## src/rtl/spi_tx_byte_feeder_if.sv

```systemverilog
// Host-side enqueue port, status flags and the DIN/WE/RDY handshake toward the SPI serial block.
// The feeder uses the master modport; whatever drives it from the host/SPI side uses slave.
interface spi_tx_byte_feeder_if #(
    parameter int unsigned ADDR_W = 4
);
    logic [7:0]      host_data;
    logic            host_wr;
    logic            full;
    logic            empty;
    logic [ADDR_W:0] count;
    logic [7:0]      spi_din;
    logic            spi_we;
    logic            spi_rdy;
    logic            busy;
    logic            overflow;
    logic            timeout_err;
    logic            err_clr;

    modport master (
        input  host_data, host_wr, spi_rdy, err_clr,
        output full, empty, count, spi_din, spi_we, busy, overflow, timeout_err
    );

    modport slave (
        output host_data, host_wr, spi_rdy, err_clr,
        input  full, empty, count, spi_din, spi_we, busy, overflow, timeout_err
    );
endinterface

```

## src/rtl/spi_tx_byte_feeder.sv

```systemverilog
// Byte FIFO feeding the SPI serial block one byte at a time, pacing each WE with the
// RDY high-then-low acknowledge, an optional idle gap and a bounded wait for RDY.
module spi_tx_byte_feeder #(
    parameter int unsigned DEPTH          = 16,
    parameter int unsigned ADDR_W         = 4,
    parameter int unsigned GAP_CYCLES     = 4,
    parameter int unsigned TIMEOUT_CYCLES = 1024
) (
    input logic                 clk,
    input logic                 rst_n,
    spi_tx_byte_feeder_if.master bus
);

    localparam int unsigned CntW = ADDR_W + 1;
    localparam int unsigned TW   = $clog2(TIMEOUT_CYCLES) + 1;
    localparam int unsigned GW   = $clog2(GAP_CYCLES + 1) + 1;

    localparam logic [CntW-1:0] FullCount = CntW'(DEPTH);
    localparam logic [TW-1:0]   TLast     = TW'(TIMEOUT_CYCLES - 1);
    localparam logic [GW-1:0]   GLast     = GW'((GAP_CYCLES > 0) ? GAP_CYCLES - 1 : 0);

    typedef enum logic [2:0] {
        StIdle,
        StLoad,
        StAssertWe,
        StWaitDone,
        StGap
    } state_e;

    state_e            state_q;
    logic [7:0]        mem [DEPTH];
    logic [ADDR_W-1:0] wr_ptr_q;
    logic [ADDR_W-1:0] rd_ptr_q;
    logic [CntW-1:0]   count_q;
    logic [CntW-1:0]   count_d;
    logic              full_q;
    logic              empty_q;
    logic [7:0]        din_q;
    logic              we_q;
    logic              overflow_q;
    logic              timeout_q;
    logic [TW-1:0]     tcnt_q;
    logic [GW-1:0]     gcnt_q;
    logic              push;
    logic              pop;

    always_comb begin
        push    = bus.host_wr && !full_q;
        pop     = (state_q == StLoad);
        count_d = count_q;
        if (push && !pop) begin
            count_d = count_q + CntW'(1);
        end else if (!push && pop) begin
            count_d = count_q - CntW'(1);
        end
    end

    // Storage needs no reset: a reset clears the pointers, which discards the contents.
    always_ff @(posedge clk) begin
        if (push) begin
            mem[wr_ptr_q] <= bus.host_data;
        end
    end

    always_ff @(posedge clk) begin
        if (!rst_n) begin
            state_q    <= StIdle;
            wr_ptr_q   <= '0;
            rd_ptr_q   <= '0;
            count_q    <= '0;
            full_q     <= 1'b0;
            empty_q    <= 1'b1;
            din_q      <= 8'h00;
            we_q       <= 1'b0;
            overflow_q <= 1'b0;
            timeout_q  <= 1'b0;
            tcnt_q     <= '0;
            gcnt_q     <= '0;
        end else begin
            if (push) begin
                wr_ptr_q <= wr_ptr_q + ADDR_W'(1);
            end
            if (pop) begin
                rd_ptr_q <= rd_ptr_q + ADDR_W'(1);
            end
            count_q <= count_d;
            full_q  <= (count_d == FullCount);
            empty_q <= (count_d == '0);

            if (bus.host_wr && full_q) begin
                overflow_q <= 1'b1;
            end else if (bus.err_clr) begin
                overflow_q <= 1'b0;
            end
            // A timeout set further down overrides this clear in the same cycle.
            if (bus.err_clr) begin
                timeout_q <= 1'b0;
            end

            case (state_q)
                StIdle: begin
                    if (!empty_q) begin
                        state_q <= StLoad;
                    end
                end
                StLoad: begin
                    din_q   <= mem[rd_ptr_q];
                    we_q    <= 1'b1;
                    tcnt_q  <= '0;
                    state_q <= StAssertWe;
                end
                StAssertWe: begin
                    if (bus.spi_rdy) begin
                        // Drop WE right away so the SPI block cannot start a second write.
                        we_q    <= 1'b0;
                        state_q <= StWaitDone;
                    end else if (tcnt_q == TLast) begin
                        we_q      <= 1'b0;
                        timeout_q <= 1'b1;
                        gcnt_q    <= '0;
                        state_q   <= (GAP_CYCLES > 0) ? StGap : StIdle;
                    end else begin
                        tcnt_q <= tcnt_q + TW'(1);
                    end
                end
                StWaitDone: begin
                    if (!bus.spi_rdy) begin
                        gcnt_q  <= '0;
                        state_q <= (GAP_CYCLES > 0) ? StGap : StIdle;
                    end
                end
                StGap: begin
                    if (gcnt_q == GLast) begin
                        state_q <= StIdle;
                    end else begin
                        gcnt_q <= gcnt_q + GW'(1);
                    end
                end
                default: state_q <= StIdle;
            endcase
        end
    end

    assign bus.full        = full_q;
    assign bus.empty       = empty_q;
    assign bus.count       = count_q;
    assign bus.spi_din     = din_q;
    assign bus.spi_we      = we_q;
    assign bus.busy        = (state_q != StIdle);
    assign bus.overflow    = overflow_q;
    assign bus.timeout_err = timeout_q;

endmodule
```

## src/flat_wrapper.sv

```systemverilog
// flat-port wrapper written by rule: the top's interface ports become plain ports
module spi_tx_byte_feeder_flat 
#(
    parameter int unsigned DEPTH          = 16,
    parameter int unsigned ADDR_W         = 4,
    parameter int unsigned GAP_CYCLES     = 4,
    parameter int unsigned TIMEOUT_CYCLES = 1024
)
  (clk, rst_n, bus_host_data, bus_host_wr, bus_spi_rdy, bus_err_clr, bus_full, bus_empty, bus_count, bus_spi_din, bus_spi_we, bus_busy, bus_overflow, bus_timeout_err);
  spi_tx_byte_feeder_if #(.ADDR_W(ADDR_W)) bus_i ();
  input logic clk;
  input logic rst_n;
  input wire logic [$bits(bus_i.host_data)-1:0] bus_host_data;
  input wire logic [$bits(bus_i.host_wr)-1:0] bus_host_wr;
  input wire logic [$bits(bus_i.spi_rdy)-1:0] bus_spi_rdy;
  input wire logic [$bits(bus_i.err_clr)-1:0] bus_err_clr;
  output wire logic [$bits(bus_i.full)-1:0] bus_full;
  output wire logic [$bits(bus_i.empty)-1:0] bus_empty;
  output wire logic [$bits(bus_i.count)-1:0] bus_count;
  output wire logic [$bits(bus_i.spi_din)-1:0] bus_spi_din;
  output wire logic [$bits(bus_i.spi_we)-1:0] bus_spi_we;
  output wire logic [$bits(bus_i.busy)-1:0] bus_busy;
  output wire logic [$bits(bus_i.overflow)-1:0] bus_overflow;
  output wire logic [$bits(bus_i.timeout_err)-1:0] bus_timeout_err;
  assign bus_i.host_data = bus_host_data;
  assign bus_i.host_wr = bus_host_wr;
  assign bus_i.spi_rdy = bus_spi_rdy;
  assign bus_i.err_clr = bus_err_clr;
  assign bus_full = bus_i.full;
  assign bus_empty = bus_i.empty;
  assign bus_count = bus_i.count;
  assign bus_spi_din = bus_i.spi_din;
  assign bus_spi_we = bus_i.spi_we;
  assign bus_busy = bus_i.busy;
  assign bus_overflow = bus_i.overflow;
  assign bus_timeout_err = bus_i.timeout_err;
  spi_tx_byte_feeder #(.DEPTH(DEPTH), .ADDR_W(ADDR_W), .GAP_CYCLES(GAP_CYCLES), .TIMEOUT_CYCLES(TIMEOUT_CYCLES)) u_core (.clk(clk), .rst_n(rst_n), .bus(bus_i));
endmodule
```

## config.mk

```make
export PLATFORM = sky130hd
export DESIGN_NAME = spi_tx_byte_feeder_flat
export DESIGN_NICKNAME = d
export VERILOG_FILES = /design/src/rtl/spi_tx_byte_feeder_if.sv /design/src/rtl/spi_tx_byte_feeder.sv /design/src/flat_wrapper.sv
export SDC_FILE = /design/constraint.sdc
export NUM_CORES = 1
export LEC_CHECK = 0
export CORE_MARGIN = 4
export CORE_UTILIZATION = 54
export CTS_CLUSTER_DIAMETER = 50
export CTS_CLUSTER_SIZE = 8
export DETAILED_ROUTE_END_ITERATION = 8
export GPL_TIMING_DRIVEN = 0
export HOLD_SLACK_MARGIN = 0.15
export PLACE_DENSITY = 0.87
export SLEW_MARGIN = 10
export SYNTH_ARGS = -nofsm -noshare
export SYNTH_HDL_FRONTEND = slang
export SYNTH_SLANG_ARGS = --single-unit
```

## constraint.sdc

```tcl
create_clock -name clk -period 1.95 [get_ports clk]
set_input_delay 0.39 -clock clk [delete_from_list [all_inputs] [get_ports clk]]
set_output_delay 0.39 -clock clk [all_outputs]
set_load 0.05 [all_outputs]
```

### After elaboration in Yosys (flattened, before gate mapping)

Memory sizes are Yosys's and may differ from the RTL's. A register that Yosys moved wholly into a read port is not among the register bits.
Index checks and enable logic that the tools add are counted.

| storage, ports and cells | value |
|---|---|
| output and inout bits | 19 |
| bits of input ports | 13 |
| RAM bits | 128 |
| memories kept | 1 |
| word-level logic and storage cells | 78 |
| register bits after elaboration | 36 |

Memories:

| memory | words | width | rd ports | clocked after Yosys merged registers in | wr ports | RTL line | source |
|---|---|---|---|---|---|---|---|
| u_core.mem | 16 | 8 | 1 | 1 | 1 | spi_tx_byte_feeder.sv:31 | `logic [7:0] mem [DEPTH];` |

| operators by class | value |
|---|---|
| add/sub/neg operators | 6 |
| reductions and logical operators | 18 |
| mux-type cells | 27 |
| equality and inequality tests | 15 |

Operators by type and width:

| operator | number |
|---|---|
| 11-bit two-way mux | 2 |
| 11-bit case mux with 2 select lines | 1 |
| 4-bit two-way mux | 4 |
| 3-bit two-way mux | 5 |
| 3-bit case mux with 5 select lines | 1 |
| 4-bit by 1-bit adder with 4-bit output, second input constant | 3 |
| 4-bit case mux with 3 select lines | 1 |
| 11-bit by 1-bit adder with 11-bit output, second input constant | 1 |
| 11-bit by 10-bit equality test with 1-bit output, second input constant | 1 |
| 1-bit two-way mux | 10 |
| 5-bit two-way mux | 2 |
| 2-bit inequality test, second input constant | 5 |
| 3-bit by 2-bit equality test with 1-bit output, second input constant | 2 |
| 3-bit nonzero test | 2 |
| 5-bit by 1-bit adder with 5-bit output, second input constant | 1 |
| 5-bit equality test, second input constant | 1 |
| 5-bit logical NOT | 1 |
| 5-bit AND reduction | 1 |
| 5-bit by 1-bit subtractor with 5-bit output, second input constant | 1 |
| 4-bit by 2-bit equality test with 1-bit output, second input constant | 1 |
| 1-bit logical AND | 4 |
| 1-bit logical NOT | 4 |
| 2-bit by 1-bit inequality test with 1-bit output, second input constant | 2 |
| 4-bit AND reduction | 1 |
| 8 further kinds | 9 |

### Depth between registers and ports, before layout

Gate-level depths: netlist of the first run.

| logic depth | value |
|---|---|
| depth in word-level cells | 7 |
| depth in mapped cells | 7 |
| mapped depth without buffers | 7 |

### Worst setup path before layout of the first run

OpenSTA, ideal clock, no wires.

| path | value |
|---|---|
| path type | register -> register |
| start | register u_core.full_q (netlist: u_core.bus.full) |
| end | memory u_core.mem[3][0] (enable) |
| data arrival time | 1680 ps |
| data required time | 1567 ps |
| slack | -113 ps |
| buffers on the path | 1 |
| library setup time | 383 ps |
| cell stages (with the launch flop) | 5 |
| period minus slack after synthesis | 2063 ps |
| cell sequence | dfxtp_1 > nor2b_1 > buf_2 > nand2_1 > nor3_1 |

| between the ends | value |
|---|---|
| longest elaborated chain between the ends | 4 |

RTL lines:

| what | RTL line | source |
|---|---|---|
| from (decl) | spi_tx_byte_feeder.sv:36 | `logic full_q;` |
| from (signal assigned) | spi_tx_byte_feeder.sv:87 | `full_q <= (count_d == FullCount);` |
| 1-bit logical NOT | spi_tx_byte_feeder.sv:48 | `push = bus.host_wr && !full_q;` |
| 1-bit logical AND | spi_tx_byte_feeder.sv:48 |  |
| 1-bit two-way mux | spi_tx_byte_feeder.sv:60 | `if (push) begin` |
| 1-bit two-way mux (implied by the code) | spi_tx_byte_feeder.sv:61 | `mem[wr_ptr_q] <= bus.host_data;` |
| to (decl) | spi_tx_byte_feeder.sv:31 |  |

No other way between the ends.

### Worst setup path after layout of the first run

| path | value |
|---|---|
| start | register u_core.state_q[0] |
| end | register u_core.empty_q (netlist: u_core.bus.empty) |

| between the ends | value |
|---|---|
| longest elaborated chain between the ends | 5 |
| elaborated cells on any way between the ends | 7 |
| classes of those cells | eq/ne (1); mux (2); reduce/logical (4) |

RTL lines:

| what | RTL line | source |
|---|---|---|
| from (decl) | spi_tx_byte_feeder.sv:30 | `state_e state_q;` |
| from (signal assigned) | spi_tx_byte_feeder.sv:67 | `state_q <= StIdle;` |
| from (signal assigned) | spi_tx_byte_feeder.sv:103 | `state_q <= StLoad;` |
| from (signal assigned) | spi_tx_byte_feeder.sv:110 | `state_q <= StAssertWe;` |
| 3-bit by 1-bit equality test with 1-bit output * | spi_tx_byte_feeder.sv:49 | `pop = (state_q == StLoad);` |
| 1-bit logical AND / 1-bit logical NOT (equally long branches) | spi_tx_byte_feeder.sv:53, spi_tx_byte_feeder.sv:51 |  |
| 5-bit two-way mux / 1-bit logical AND (equally long branches) | spi_tx_byte_feeder.sv:53, spi_tx_byte_feeder.sv:51 |  |
| 5-bit two-way mux * | spi_tx_byte_feeder.sv:51 | `if (push && !pop) begin` |
| 5-bit logical NOT * | spi_tx_byte_feeder.sv:88 | `empty_q <= (count_d == '0);` |
| to (signal assigned) | spi_tx_byte_feeder.sv:88 |  |
| to (decl) | spi_tx_byte_feeder.sv:37 | `logic empty_q;` |

Mark *: on every way between the ends. The rest lies on a longest branch, timed or not.
A chain may end at the register's enable or synchronous reset.

==> results of run 1 <==
## power by group through the flow
stage | Combinational (W) | Sequential [W] | Clock (W)
2_1_floorplan | 0.00140 | 0.00464 | 0
3_3_place_gp | 0.00232 | 0.00431 | 0
3_5_place_dp | 0.00240 | 0.00432 | 0
4_1_cts | 0.00252 | 0.00426 | 0.00333
5_1_grt | 0.00306 | 0.00430 | 0.00352
6_report | 0.00289 | 0.00429 | 0.00332
## kinds of logic (layout without fill, tap and decap cells)
| logic type | Yosys count | count (layout) | synth area share (%) |
|---|---|---|---|
| multiplexers | 32 | 32 | 10.3 |
| XOR/XNOR | 14 | 14 | 1.75 |
| AO/OA/AOI/OAI | 67 | 67 | 6.56 |
| adder cells (fa/ha/maj) | 9 | 9 | 1.61 |
| flip-flops | 172 | 172 | 67.5 |
| buffers and inverters | 32 | 107 | 2.11 |
| AND/OR/NAND/NOR | 135 | 135 | 10.2 |
## metrics by stage
| stage | power, W | setup TNS [ps] | hold WS [ps] | setup slack [ps] |
|---|---|---|---|---|
| global route | 0.0109 | -157 | 518 | -62.7 |
| detailed placement | 0.00673 | -94990 | 482 | -1040 |
| global placement | 0.00663 | -86530 | 460 | -936 |
| CTS | 0.0101 | -272 | 487 | -34.3 |
| floorplan | 0.00604 | -1320 | 449 | -82.2 |
| finish | 0.0105 | 0 | 480 | 11.8 |
## worst max-delay path by stage
stage,start,endpoint,slack (ps),cells past startpoint
final,u_core.state_q[0],u_core.bus.empty,10,7
after detailed placement,bus_host_wr,u_core.mem[2][6],-1040,5
after floorplan,u_core.bus.full,u_core.mem[1][0],-80,4
after CTS,bus_host_wr,u_core.mem[6][6],-30,5
after global placement,bus_host_wr,u_core.mem[1][6],-940,5
after global routing,u_core.state_q[0],u_core.bus.empty,-60,7
## synthesized netlist by cell type, types with 7 or more instances
cell / instances
edfxtp_1: 128
nor2_1: 47
dfxtp_1: 44
mux4_2: 32
a21oi_1: 25
nand2_1: 24
a22oi_1: 18
nand3_1: 11
xnor2_1: 10
clkbuf_1: 9
ha_1: 9
a31oi_1: 7
buf_2: 7
inv_1: 7
nand2b_1: 7
## flip-flops by register name, indices dropped and copies added, names as in the netlist
name and flops:
u_core.bus.count 5, u_core.bus.empty 1, u_core.bus.full 1, u_core.bus.overflow 1
u_core.bus.spi_din 8, u_core.bus.spi_we 1, u_core.bus.timeout_err 1, u_core.gcnt_q 4
u_core.mem 128, u_core.rd_ptr_q 4, u_core.state_q 3, u_core.tcnt_q 11
u_core.wr_ptr_q 4
## final cells by class
type | instances | share of cell area, %
flip-flops and latches | 172 | 54.7
inverters | 8 | 0.347
clock buffers | 19 | 5.01
plain buffers | 21 | 2.16
clock inverters | 13 | 1.62
multi-input cells | 257 | 28.1
well taps | 172 | 2.49
repair buffers | 46 | 5.56
## critical path, cell delays in order (launching register included)
cell,delay [ps]
dfxtp_1,330
buf_6,140
or3b_4,400
buf_6,160
nor4_4,240
a31oi_2,90
xnor2_2,190
o41ai_2,270
## repair_timing
action,4_1_cts,5_1_grt
pin swaps,6,8
gates resized for setup,73,38
gates cloned,0,2
setup buffers,9,4
setup endpoints to repair,165,146
hold endpoints to repair,0,0
## layer usage
layer | track usage, % | vias up | wire, um
met4 | 8.33 | 0 | 510
met1 | 28.2 | 2234 | 6200
met2 | 38.7 | 238 | 8510
met3 | 5.25 | 47 | 1260
met5 | 0 | - | 0
li1 | - | 1904 | -
==> flow_metrics.env, run 1 <==
export IMPL_regToRegEndpoint="u_core.bus.empty"
export IMPL_syn_area_per_cell_sq_um=15.2
export IMPL_synthTopCellsByArea="edfxtp_1 55%, dfxtp_1 13%, mux4_2 10%, nor2_1 2.5%, a22oi_1 1.9%"
export IMPL_start_util_pct=55.2
export IMPL_syn_area_sq_um=7000
export IMPL_combPwrFrac_pct=27.6
export IMPL_cts_max_level=4
export IMPL_maxSlewViolCount=0
export IMPL_fill_cells=820
export IMPL_postRouteAntennaNets=0
export IMPL_leakagePower_nw=2.86
export IMPL_p_seq_share_pct=40.8
export IMPL_first_pass_iters=5
export IMPL_clk_pin_slew_ps=70
export IMPL_grt_antenna_before_repair=0
export IMPL_cp_required_ps=2260
export IMPL_r2r_start="u_core.state_q[0]"
export IMPL_gp_congestion=0.880
export IMPL_pwr_share_clk_pct=31.6
export IMPL_crit_path_start_kind="flip-flop"
export IMPL_grt_util_all_layers_pct=22.6
export IMPL_coreArea_sq_um=12700
export IMPL_synth_cell_types=55
export IMPL_fp_dieW_um=122
export IMPL_min_to="u_core.bus.spi_din[5]"
export IMPL_async_flop_share_pct=0
export IMPL_hold_class="reg -> reg"
export IMPL_num_vias=4423
export IMPL_final_area_sq_um=8650
export IMPL_clockBufferDepth=2
export IMPL_vdd_ir_drop_max_mv=1.28
export IMPL_drc=0
export IMPL_synth_warnings=0
export IMPL_final_cells=708
export IMPL_post_route_period_util_pct=99.4
export IMPL_post_route_util_pct=68.2
export IMPL_area_growth_pct=23.5
export IMPL_clock_fmax_mhz=516
export IMPL_hp_start="u_core.bus.spi_din[5]"
export IMPL_layout_commonest_cell="edfxtp_1"
export IMPL_finalWirelength_mm=16.5
export IMPL_nets=545
export IMPL_drive_gt1_share_pct=26.7
export IMPL_pwr_density_cell_nw_per_um2=1210
export IMPL_path_max_fanout=10
export IMPL_cts_root_buf="clkbuf_16"
export IMPL_hold_buffers=0
export IMPL_cts_sinks=172
export IMPL_grt_pass1_vias=4361
export IMPL_setup_viol=0
export IMPL_syn_inst=461
export IMPL_critPathCaptureType="flip-flop"
export IMPL_diodes=0
export IMPL_synth_edf_count=128
export IMPL_worstPathArrival_ps=2250
export IMPL_seq_area_frac_synth_pct=67.5
export IMPL_timing_reg2reg_setup_slack_ps=10
export IMPL_place_inst=664
export IMPL_hold_violations=0
export IMPL_intPower_w=0.00729
export IMPL_grt_max_degree=17
export IMPL_hpwl_mm=9.73
export IMPL_maxCapViolCount=0
export IMPL_viasPerCell=6.25
export IMPL_cts_tree="built"
export IMPL_synth_top_flop_cell="edfxtp_1"
export IMPL_synth_top_area_share_pct=54.9
export IMPL_routedWlPerCell_um=23.3
export IMPL_synth_top_area_cell="edfxtp_1"
export IMPL_placed_area_sq_um=7540
export IMPL_numCtsBuffers=17
export IMPL_layout_common_cells="128 x edfxtp_1, 40 x dfxtp_1, 35 x nor2_1"
export IMPL_overflow=0
export IMPL_chipHeight_um=122
export IMPL_power_switching_w=0.00320
export IMPL_io_buffers=31
export IMPL_ys_ff_latch=172
export IMPL_die_area_sq_um=14800
export IMPL_ios=32
export IMPL_reg2regPathDepth=7
export IMPL_rows=41
export IMPL_worst_pin_slew_ps=800
export IMPL_fin_skew_ps=9.31
export IMPL_hold_depth=2
export IMPL_ff_latch_area_sq_um=4730
export IMPL_switching_share_pct=30.5
export IMPL_drt_iter0_drc=516
export IMPL_outcome="complete, no violations"
export IMPL_slew_headroom_pct=46.4
export IMPL_multi_input_area_sq_um=2430
export IMPL_grt_pass1_wl_mm=24.4
export IMPL_post_route_min_period_ps=1940
export IMPL_syn_nets=483
export IMPL_clk_latency_ps=430
export IMPL_grt_setup_unrepaired="true"
export IMPL_worstSetupPathType="reg -> reg"
No activity file was read; power rests on OpenSTA's default activity.
==> run 2: changes to the inputs <==
--- a/config.mk
+++ b/config.mk
@@ -8,5 +8,4 @@
 export CORE_MARGIN = 4
 export CORE_UTILIZATION = 54
-export CTS_CLUSTER_DIAMETER = 50
 export CTS_CLUSTER_SIZE = 8
 export DETAILED_ROUTE_END_ITERATION = 8
==> constraint.sdc (replaced) <==
create_clock -name clk -period 1.95 [get_ports clk]
set_input_delay 0.39 -clock clk [delete_from_list [all_inputs] [get_ports clk]]
set_output_delay 0.39 -clock clk [all_outputs]
set_load 0.1 [all_outputs]
==> run 2 against run 1 <==
First-iteration DRC count shrank 6.4%. Via count down 1.5%. Final cell count did not move. Die area is the same. Core utilization is 0.66 points higher. Largest cell class unchanged. Sequential share of layout area fell by 0.42 points. Sequential power barely moved. Hold slack better by 0.53 ps. Combinational power rose by 15%. Non-clock buffer count stayed put.
==> flow_metrics.env, run 2 (synthesis results as in run 1) <==
export IMPL_outcome="complete, no violations"
export IMPL_coreArea_sq_um=12700
export IMPL_hold_depth=2
export IMPL_drive_gt1_share_pct=32.1
export IMPL_reg2regPathDepth=7
export IMPL_place_inst=664
export IMPL_finalWirelength_mm=16.4
export IMPL_drt_iter0_drc=483
export IMPL_clk_pin_slew_ps=60
export IMPL_grt_antenna_before_repair=0
export IMPL_largest_reg_flops=128
export IMPL_gp_congestion=0.847
export IMPL_ios=32
export IMPL_leakagePower_nw=2.81
export IMPL_path_max_fanout=6
export IMPL_hold_class="reg -> reg"
export IMPL_die_area_sq_um=14800
export IMPL_diodes=0
export IMPL_setup_viol=0
export IMPL_clock_fmax_mhz=519
export IMPL_cp_required_ps=2260
export IMPL_nets=545
export IMPL_area_growth_pct=24.7
export IMPL_rows=41
export IMPL_cts_root_buf="clkbuf_16"
export IMPL_crit_path_start_kind="flip-flop"
export IMPL_fill_cells=810
export IMPL_start_util_pct=55.2
export IMPL_routedWlPerCell_um=23.2
export IMPL_vdd_ir_drop_max_mv=1.15
export IMPL_worstPathArrival_ps=2240
export IMPL_grt_pass1_wl_mm=24.2
export IMPL_numCtsBuffers=17
export IMPL_postRouteAntennaNets=0
export IMPL_whs_ps=481
export IMPL_setup_ws_ps=23.8
export IMPL_grt_max_degree=17
export IMPL_worstSetupPathType="reg -> reg"
export IMPL_slew_headroom_pct=40.6
export IMPL_maxSlewViolCount=0
export IMPL_pwr_density_cell_nw_per_um2=1240
export IMPL_fp_dieW_um=122
export IMPL_hpwl_mm=9.54
export IMPL_fin_skew_ps=6.69
export IMPL_final_cells=708
export IMPL_grt_setup_unrepaired="true"
export IMPL_maxCapViolCount=0
export IMPL_chipHeight_um=122
export IMPL_grt_pass1_vias=4397
export IMPL_post_route_period_util_pct=98.8
export IMPL_viasPerCell=6.16
export IMPL_drc=0
export IMPL_first_pass_iters=5
export IMPL_layout_common_cells="128 x edfxtp_1, 37 x dfxtp_1, 35 x nor2_1"
export IMPL_post_route_min_period_ps=1930
export IMPL_layout_commonest_cell="edfxtp_1"
export IMPL_num_vias=4358
export IMPL_cts_max_level=4
export IMPL_cts_sinks=172
export IMPL_hold_violations=0
export IMPL_critPathCaptureType="flip-flop"
export IMPL_worst_pin_slew_ps=887
export IMPL_overflow=0
export IMPL_clockBufferDepth=2
export IMPL_grt_util_all_layers_pct=22.3
export IMPL_cts_tree="built"
export IMPL_setup_tns_ps=0
export IMPL_io_buffers=31
export IMPL_largest_register="u_core.mem"
export IMPL_clk_latency_ps=430
export IMPL_dp_slack_ps=-874
## run 2: layout make-up
class	instances	area [sq um]	share of cell area, %
Timing Repair Buffer	46	582	6.66
Clock inverter	11	109	1.25
Clock buffer	21	460	5.27
Inverter	8	30.0	0.344
Tap cell	172	215	2.46
Sequential cell	172	4740	54.3
Buffer	21	183	2.09
Multi-Input combinational cell	257	2410	27.6
## run 2: report_power, final
group          switching [W]  internal [W]
Clock                0.00142       0.00185
Sequential          0.000161       0.00413
Combinational        0.00200       0.00131
Total                0.00359       0.00728
## run 2: final timing paths
| check | startpoint | to | slack, ps |
|---|---|---|---|
| worst max register to register | u_core.bus.count[0] | u_core.bus.empty | 20 |
| worst min register to register | u_core.gcnt_q[1] | u_core.gcnt_q[1] | 480 |
| worst min-delay path | u_core.gcnt_q[1] | u_core.gcnt_q[1] | 480 |
| worst max-delay path | u_core.bus.count[0] | u_core.bus.empty | 20 |
## run 2: layer usage
layer  routed length, um  track usage (%)  part of all wire, %
met5                   0                0                    0
met4                 314             8.96                  1.9
met3                1040             5.90                  6.4
met2                8850             38.2                   54
met1                6200             27.1                   38
## run 2: what timing repair did
item	4_1_cts	5_1_grt
hold buffers	0	0
pin swaps	7	7
hold endpoints to repair	0	0
setup endpoints to repair	165	147
gates resized for setup	101	45
buffers inserted	10	3
gates cloned	0	2
## run 2: stage by stage
stage / power [W] / instance area (sq um) / util, %
floorplan: 0.00647 / 7030 / -
global placement: 0.00706 / 7560 / 59.6
detailed placement: 0.00714 / 7560 / 59.6
CTS: 0.0106 / 8430 / 66.5
global route: 0.0113 / 8730 / 68.9
finish: 0.0109 / 8730 / 68.9
## run 2: worst max-delay path, cell delays in order, from the launching register on
cell	delay [ps]
dfxtp_4	360
inv_1	120
ha_1	230
nor4bb_4	250
and4_1	260
a221oi_2	50
buf_4	140
o41ai_2	390
==> run 3: changes to the inputs <==
CAP_MARGIN = 20   (was default)
==> results of run 3 <==
Final layout, timing and power as in run 2 (identical DEF).
